===== config.mk =====
export PLATFORM = sky130hd
export DESIGN_NAME = pack_unsigned_stream
export DESIGN_NICKNAME = d
export VERILOG_FILES = /design/src/rtl/leb128_pkg.sv /design/src/rtl/leb128_byte_form.sv /design/src/rtl/pack_unsigned_stream.sv
export SDC_FILE = /design/constraint.sdc
export NUM_CORES = 1
export LEC_CHECK = 0
export ABC_AREA = 0
export CAP_MARGIN = 20
export CORE_MARGIN = 5
export CORE_UTILIZATION = 51
export CTS_CLUSTER_SIZE = 24
export DETAILED_ROUTE_END_ITERATION = 16
export GPL_TIMING_DRIVEN = 0
export PLACE_DENSITY = 0.84
export RECOVER_POWER = 100
export SYNTH_ARGS = -nofsm -noshare
export SYNTH_HDL_FRONTEND = slang
export SYNTH_SLANG_ARGS = --single-unit

===== constraint.sdc =====
create_clock -name clk -period 3.5 [get_ports clk]
set_clock_uncertainty 0.1 [all_clocks]
set_input_delay 0.7 -clock clk [delete_from_list [all_inputs] [get_ports clk]]
set_output_delay 0.7 -clock clk [all_outputs]
set_load 0.02 [all_outputs]

===== src/rtl/leb128_pkg.sv =====
// Shared LEB128 definitions used by the encoder and decoder sides.
// MAX_BYTES gives the longest encoding of an n-bit unsigned value.
package leb128_pkg;

    typedef enum logic {
        IDLE = 1'b0,
        EMIT = 1'b1
    } leb_state_t;

    localparam int IDX_W = 3;

    function automatic int MAX_BYTES(input int n);
        return (n + 6) / 7;
    endfunction

endpackage


===== src/rtl/leb128_byte_form.sv =====
// Splits a value into one LEB128 byte (continuation + low 7 bits) and the
// zero-filled residue that remains to be encoded.
module leb128_byte_form #(
    parameter int N = 32
) (
    input  logic [N-1:0] val_i,
    output logic [7:0]   byte_o,
    output logic [N-8:0] residue_o
);

    assign residue_o = val_i[N-1:7];
    assign byte_o    = {|val_i[N-1:7], val_i[6:0]};

endmodule


===== src/rtl/pack_unsigned_stream.sv =====
// Streaming unsigned LEB128 encoder: accepts one N-bit value, emits its
// minimal byte sequence LSB group first over a valid/ready byte stream.
module pack_unsigned_stream
    import leb128_pkg::*;
#(
    parameter int N = 32
) (
    input  logic         clk,
    input  logic         rstn,
    input  logic [N-1:0] in_data,
    input  logic         in_valid,
    output logic         in_ready,
    output logic [7:0]   out_data,
    output logic         out_valid,
    input  logic         out_ready,
    output logic         out_last,
    output logic [2:0]   out_idx,
    output logic         dbg_state_o
);

    // Handshake: a side transfers only in a cycle where its valid and ready are
    // both high; out_* hold steady while out_valid is high and out_ready is low.

    localparam int          MAXB    = MAX_BYTES(N);
    localparam logic [2:0]  IDX_MAX = 3'(MAXB - 1);

    leb_state_t   state_q, state_d;
    logic [7:0]   data_q, data_d;
    logic [2:0]   idx_q, idx_d;
    logic [N-8:0] res_q, res_d;
    logic         rdy_q;

    logic [N-1:0] form_val;
    logic [7:0]   form_byte;
    logic [N-8:0] form_res;
    logic         in_fire;
    logic         out_fire;

    assign out_valid   = (state_q == EMIT);
    assign out_data    = data_q;
    assign out_idx     = idx_q;
    assign out_last    = out_valid & ~data_q[7];
    assign dbg_state_o = (state_q == EMIT);

    // rdy_q holds in_ready low until the first clock edge after reset releases.
    assign in_ready = rdy_q & (~out_valid | (out_last & out_ready));
    assign in_fire  = in_valid & in_ready;
    assign out_fire = out_valid & out_ready;

    // One byte former serves both a fresh load and the residue shift.
    assign form_val = in_fire ? in_data : {7'd0, res_q};

    leb128_byte_form #(.N(N)) u_form (
        .val_i     (form_val),
        .byte_o    (form_byte),
        .residue_o (form_res)
    );

    always_comb begin
        state_d = state_q;
        data_d  = data_q;
        idx_d   = idx_q;
        res_d   = res_q;
        if (in_fire) begin
            state_d = EMIT;
            data_d  = form_byte;
            res_d   = form_res;
            idx_d   = 3'd0;
        end else if (out_fire && out_last) begin
            state_d = IDLE;
            data_d  = 8'd0;
            res_d   = '0;
            idx_d   = 3'd0;
        end else if (out_fire) begin
            data_d = form_byte;
            res_d  = form_res;
            idx_d  = (idx_q == IDX_MAX) ? idx_q : idx_q + 3'd1;
        end
    end

    always_ff @(posedge clk or negedge rstn) begin
        if (!rstn) begin
            state_q <= IDLE;
            data_q  <= 8'd0;
            idx_q   <= 3'd0;
            res_q   <= '0;
            rdy_q   <= 1'b0;
        end else begin
            state_q <= state_d;
            data_q  <= data_d;
            idx_q   <= idx_d;
            res_q   <= res_d;
            rdy_q   <= 1'b1;
        end
    end

endmodule

# After elaboration in Yosys (flattened, before gate mapping)
# Index checks and enable logic that the tools add are counted.
[totals] output_inout_bits=15 word_cells=34 reg_bits=38 inputBits=36
[classes] bitwise=8 n_reduce_logical=5 n_eq_ne=2 muxes=13 add_sub_neg=1
[op_table] operator="$mux 25" count=3
[op_table] operator="$mux 32" count=1
[op_table] operator="$reduce_or 25->1" count=1
[op_table] operator="$mux 8" count=3
[op_table] operator="$mux 3" count=4
[op_table] operator="$and 1x1->1" count=5
[op_table] operator="$add 3x1->3 const B" count=1
[op_table] operator="$eq 3x3->1 const B" count=1
[op_table] operator="$ne 3x3->1 const B" count=1
[op_table] operator="$reduce_bool 3->1" count=1
[op_table] operator="$mux 1" count=2
[op_table] operator="$not 1->1" count=2
[op_table] operator="$reduce_and 2->1" count=1
[op_table] operator="$reduce_bool 2->1" count=1
[op_table] operator="$logic_and 1x1->1" count=1
[op_table] operator="$or 1x1->1" count=1

# Logic depth before layout (Yosys ltp)
# Gate-level depths: netlist of the first run.
[logic_depth] depth_word=11 mapped_depth=6 ltp_nobuf=6

# Cells and area by module
# Synthesis of the first run repeated with hierarchy kept, for this count alone.
[unflattened] cells_unflattened=274 area_unflattened_um2=2560.0
[modules_own_cells] mod="pack_unsigned_stream" seq_area_each_um2=950.9 n_inst=1 area_per_inst_um2=2264.7 cells_each=233
[modules_own_cells] mod="leb128_byte_form" seq_area_each_um2=0.0 n_inst=1 area_per_inst_um2=295.3 cells_each=41

# Worst setup path before layout of the first run
# OpenSTA, ideal clock, no wires.
[synth_timing] path_kind="input to output" from="input out_ready" to="output in_ready" slack_ns=1.443 cell_stages=3 n_path_buf=0 t_required_ns=2.700 t_arrival_ns=1.257 path_cell_list="nor2b_1 -> nand2b_1 -> and2_1"
[synth_via] elab_chain_len=3
[synth_lines] element="start: declaration" line_no="pack_unsigned_stream.sv:15" text="input logic out_ready,"
[synth_lines] element="$and 1x1->1" line_no="pack_unsigned_stream.sv:46" text="assign in_ready = rdy_q & (~out_valid | (out_last & out_ready));"
[synth_lines] element="$or 1x1->1" line_no="pack_unsigned_stream.sv:46"
[synth_lines] element="$and 1x1->1" line_no="pack_unsigned_stream.sv:46"
[synth_lines] element="end: declaration" line_no="pack_unsigned_stream.sv:12" text="output logic in_ready,"
# No other way between the ends.

# Final worst setup path of the first run
# Same ends and word-level chain as after synthesis.

==> results of run 1 <==
routing by layer:
layer | vias up | global-route usage [%] | routed length, um
met5 | - | 0 | 0
met4 | 0 | 8.09 | 64
met3 | 6 | 6.04 | 351
met2 | 74 | 34.6 | 2350
met1 | 848 | 27.6 | 2120
li1 | 883 | - | -
power breakdown:
part,total [W],internal (W),switching (W),leakage [nW]
clock network,0.000310,0.000159,0.000151,0.0482
logic,0.000822,0.000342,0.000480,0.587
registers,0.000785,0.000639,0.000146,0.468
total,0.00192,0.00114,0.000778,1.10
path summary, 6_finish.rpt:
| path | startpoint | end | slack (ps) | depth (start not counted) |
|---|---|---|---|---|
| max | out_ready | in_ready | 290 | 5 |
| max in group asynchronous | rstn | res_q[15] | 1320 | 1 |
| min in group asynchronous | rstn | out_data[6] | 850 | 1 |
| min reg2reg | res_q[21] | res_q[21] | 420 | 2 |
| max reg2reg | dbg_state_o | res_q[15] | 1370 | 5 |
| min | res_q[21] | res_q[21] | 420 | 2 |
logic make-up (layout without fill, tap and decap cells):
kind of cell	after synthesis	count (layout)	share of synthesized area, %
AO/OA/AOI/OAI	33	33	11.3
buffers and inverters	20	78	4.83
flip-flops	38	38	51.0
other	1	1	0.201
multiplexers	1	1	0.537
adder cells (fa/ha/maj)	2	2	1.34
AND/OR/NAND/NOR	126	126	30.7
registers in the layout (all words and copies together) (netlist names):
| name | count |
|---|---|
| res_q | 25 |
| out_data | 8 |
| out_idx | 3 |
| dbg_state_o | 1 |
| rdy_q | 1 |
worst max-delay path: cells and delay by family:
kind | cells | cell delay, ps
buf+inv | 2 | 1240
simple gates | 3 | 470
area by class of cell:
cell class / instances / share of cell area [%]
well taps: 48 / 2.40
clock inverters: 1 / 0.200
flip-flops and latches: 38 / 38.1
multi-input cells: 163 / 32.7
inverters: 3 / 0.451
plain buffers: 17 / 2.90
clock buffers: 7 / 3.46
repair buffers: 50 / 19.8
through the flow:
stage	hold slack, ps	utilization [%]	area, um^2	instances
after floorplan	304	-	1860	221
after global placement	406	67.2	2420	319
after detailed placement	410	67.1	2420	319
after CTS	421	69.6	2510	327
after global routing	460	69.3	2500	327
final	420	69.3	2500	327
placed cells by master (no fill, tap or decap), types with 4 or more instances in the layout:
cell	instances
a31oi_1	25
buf_2	4
clkbuf_1	14
clkbuf_8	6
clkdlybuf4s50_1	33
dfrtp_1	38
dlygate4sd3_1	16
nand2_1	43
nand3_1	35
nor2_1	29
nor4_1	8
==> impl_results.md, run 1 <==
* Outcome: complete, but fails checks
* Failing checks: capacitance limit, slew limit
* Crit end category: output port
* Max Clk Rate at just over 300 MHz
* Post-CTS Resized at 0
* Maxcap violations at 1
* Cell variety after synth at 28
* I/O Buffers at 50
* Cells after Synth at around 220
* Vias after detailed routing at 1,811
* Top-count cell post-synth: nand2_1
* Post-synth top area share at 51.0%
* Worst EP arrival at between 2000 and 2500 ps
* Area leader, netlist: dfrtp_1
* Largest net degree at the start of global routing at 39
* Pre-antenna DRT Iters at 4
* Synth Warn # at 0
* Core footprint at 3610 um^2
* Worst-margin pin slew at 1970 ps
* Slowest stage cell, crit path: dlygate4sd3_1
* Final global-route overflow total at 0
* Initial Utilization at 51.7%
* Top post-synthesis cells by area: dfrtp_1, nand3_1, nand2_1
* All-Layer GR Usage at 21.6%
* Synthesized cell area at 1860 um^2
* CTS root buffer: clkbuf_8
* Post-route DRC at 0
* Post-synth EDFFs at 0
* Global-route wire length before repair at 8.40 mm
* Final setup violation count at 0
* Crit path time final at 3210 ps
* CP Cell Sequence: dlygate4sd3_1, nor2b_1, nand2b_1, and2_1, dlygate4sd3_1
* Seq/Total Area, Yosys at between 50% and 60%
* CTS Buffer Depth at 2
* Worst Setup Slack, final at about 290 ps
* Clk_lat worst skew at 290 ps
* Slew Limit Fails at 39
* Post-synthesis register bit count at 38
* Area delta synth->final at 34.0%
* Top Ports at 51
* DIE HEIGHT at 70.5 um
* Setup TNS at 0 ps
* CP Launch Type: input pin
* Initial antenna violation count at 0
* # clock sinks at 38
* Maximum vdd ir drop at 0.373 mV
* Top post-synthesis cells by count: nand2_1, dfrtp_1, nand3_1
* CTS tree: built
* Tcrit/Tclk final at 91.6%
* Register area at 951 um^2
* Ys async rst share at 100%
* CTS Hold Bufs at 0
* Crit-path max FO at 4
* H-tree depth at 2
* Max-slew headroom at -31.1%
* Total power at 0.00192 W
* Critical Path RT at around 2700 ps
* Num CTS Buffers at 5
* Antenna diodes at 0
* Multi-input logic area at 818 um^2
* Main synth FF type: dfrtp_1
* Wire per inst at 14.9 um
* Post-DP HPWL at 3.63 mm
* Synth Area per Inst at 8.44 um^2
* Core Rows at 22
* Max incr delay on CP at about 670 ps
* CP most frequent cell: dlygate4sd3_1
* Share of layout cells above drive strength 1 at 4.66%
* Final Hold Vio Count at 0
* Crit Path Class: in -> out
* PwrDens at 768 nW/um^2
* DRT antenna net count at 0
* Post-CTS Setup Repair Bufs at 0
* Syn Nets at 259
* DR vias/cell at about 5.5
* Die Width at around 70 um
* Clk pin slew, worst setup/hold paths at 70 ps
* Tightest Hold Check Type: reg -> reg
* DR iter-0 viols at 248
* Total Wirelength at 4.89 mm
* Pre-CTS worst setup slack at between 300 and 400 ps
* Die area at about 5000 um^2
* Nets at 316
* RSZ-0062 raised after global routing: no
* Routability cong. at 0.936
* # fillers at 303
* LEAKAGE at roughly 1.1 nW
* Vias in the first global route at 1,781
Note: power is estimated with default switching activity, not from simulation.
==> run 2: changes to the inputs <==
- CORE_UTILIZATION: 51 -> 40
- PLACE_DENSITY: 0.84 -> 0.68
==> impl_results.md, run 2 (synthesized netlist as in run 1, its figures left out) <==
* Outcome: complete, but fails checks
* Failing checks: capacitance limit, slew limit
* # fillers at ~440
* Max Clk Rate at 311 MHz
* PwrDens at approximately 770 nW/um^2
* DR iter-0 viols at slightly above 100
* Pre-antenna DRT Iters at 4
* Wire per inst at between 15 and 20 um
* Crit Path Class: in -> out
* Worst reg2reg startpoint: dbg_state_o
* Die Width at slightly below 80 um
* DR vias/cell at about 5.4
* Crit end category: output port
* Post-CTS Resized at 0
* LEAKAGE at 1.11 nW
* CTS Buffer Depth at 2
* DRT antenna net count at 0
* Initial Utilization at around two fifths
* RSZ-0062 raised after global routing: no
* Multi-input logic area at between 800 and 900 um^2
* Antenna diodes at 0
* Crit path time final at 3220 ps
* Register area at 951 um^2
* Post-CTS Setup Repair Bufs at 0
* Final global-route overflow total at 0
* Vias after detailed routing at 1,776
* Setup TNS at 0 ps
* Most frequent cells in the layout: nand2_1, dfrtp_1, nand3_1
* CTS tree: built
* Tightest Hold Check Type: reg -> reg
* Slowest stage cell, crit path: dlygate4sd3_1
* # clock sinks at 38
* Maximum vdd ir drop at roughly 0.28 mV
* CTS Hold Bufs at 0
* Tcrit/Tclk final at 92.0%
* Num CTS Buffers at 5
* All-Layer GR Usage at 17.7%
* H-tree depth at 2
* Pre-CTS worst setup slack at 372 ps
* Total Wirelength at 5.12 mm
* Core footprint at around 4400 um^2
* Hold path startpoint: res_q[20]
* Die area at 6130 um^2
* Largest net degree at the start of global routing at 39
* Max incr delay on CP at 660 ps
* Routability cong. at 0.855
* Hold slack at between 400 and 500 ps
* Largest Register: res_q
* Worst-margin pin slew at 2070 ps
* CP Launch Type: input pin
* Worst setup startpoint: out_ready
* Worst EP arrival at 2420 ps
* Post-route DRC at 0
* CP Cell Sequence: dlygate4sd3_1, nor2b_1, nand2b_1, and2_1, dlygate4sd3_1
* Nets at 316
* Critical Path RT at 2700 ps
* Worst Setup Slack, final at 281 ps
* CTS root buffer: clkbuf_8
* CP most frequent cell: dlygate4sd3_1
* I/O Buffers at 50
* Final setup violation count at 0
* Crit-path max FO at 4
* Vias in the first global route at 1,760
* Slew Limit Fails at 39
* Clk pin slew, worst setup/hold paths at 70 ps
* Share of layout cells above drive strength 1 at 5.73%
* Top Ports at between 50 and 60
* Global-route wire length before repair at 8.42 mm
* DIE HEIGHT at 78.3 um
* Core Rows at 24
* Maxcap violations at 1
* Max-slew headroom at -38.3%
* Commonest non-fill, non-tap cell in the layout: nand2_1
* Area delta synth->final at 34.6%
* Initial antenna violation count at 0
* Max reg flops at 25
* Clk_lat worst skew at around 300 ps
* Final Hold Vio Count at 0
* Post-DP HPWL at 3.74 mm
-- run 2: cell types whose count changed in the layout (fill, tap and decap cells not counted) --
cell and change:
buf_2 +2, clkinvlp_4 +1, clkbuf_1 -3
-- run 2: through the flow --
| stage | util (%) | std cells | cell area, um^2 | total power (W) |
|---|---|---|---|---|
| 2_1_floorplan | - | 221 | 1860 | 0.00129 |
| 3_3_place_gp | 54.7 | 323 | 2430 | 0.00164 |
| 3_5_place_dp | 54.6 | 323 | 2420 | 0.00165 |
| 4_1_cts | 56.7 | 331 | 2520 | 0.00197 |
| 5_1_grt | 56.5 | 331 | 2510 | 0.00206 |
| 6_report | 56.5 | 331 | 2510 | 0.00193 |
-- run 2: routing by layer --
metal / global-route usage, % / share of wire [%] / vias up
li1: - / - / 889
met4: 6.29 / 1.5 / 0
met2: 30.9 / 48 / 54
met1: 21.6 / 43 / 826
met5: 0 / 0 / -
met3: 3.78 / 6.8 / 7
-- run 2: worst paths after layout --
kind / endpoint / slack (ps) / cells after the start
max: in_ready / 280 / 5
min: res_q[20] / 430 / 2
max reg2reg: res_q[13] / 1440 / 5
min reg2reg: res_q[20] / 430 / 2
max in group asynchronous: res_q[21] / 1220 / 1
min in group asynchronous: out_data[2] / 890 / 1
-- run 2: power breakdown --
part | switching (W) | internal (W)
clock | 0.000165 | 0.000158
combinational | 0.000474 | 0.000342
sequential | 0.000150 | 0.000639
total | 0.000789 | 0.00114
-- run 2: worst max-delay path: cells and delay by family --
kind,cells,cell delay (ps)
buffers and inverters,2,1240
AND/OR/NAND/NOR,3,470
-- run 2: final cells by class --
cell class              count  area share [%]
well taps                  52            2.59
multi-input cells         163            32.6
plain buffers              17            2.99
repair buffers             50            19.7
flip-flops and latches     38            37.9
clock inverters             2           0.499
clock buffers               6            3.29
inverters                   3           0.449
==> run 3: changes to the inputs <==
- SKIP_CTS_REPAIR_TIMING: not set -> 1
==> results of run 3 <==
The final DEF is identical to that of run 2; final timing and power are the same.
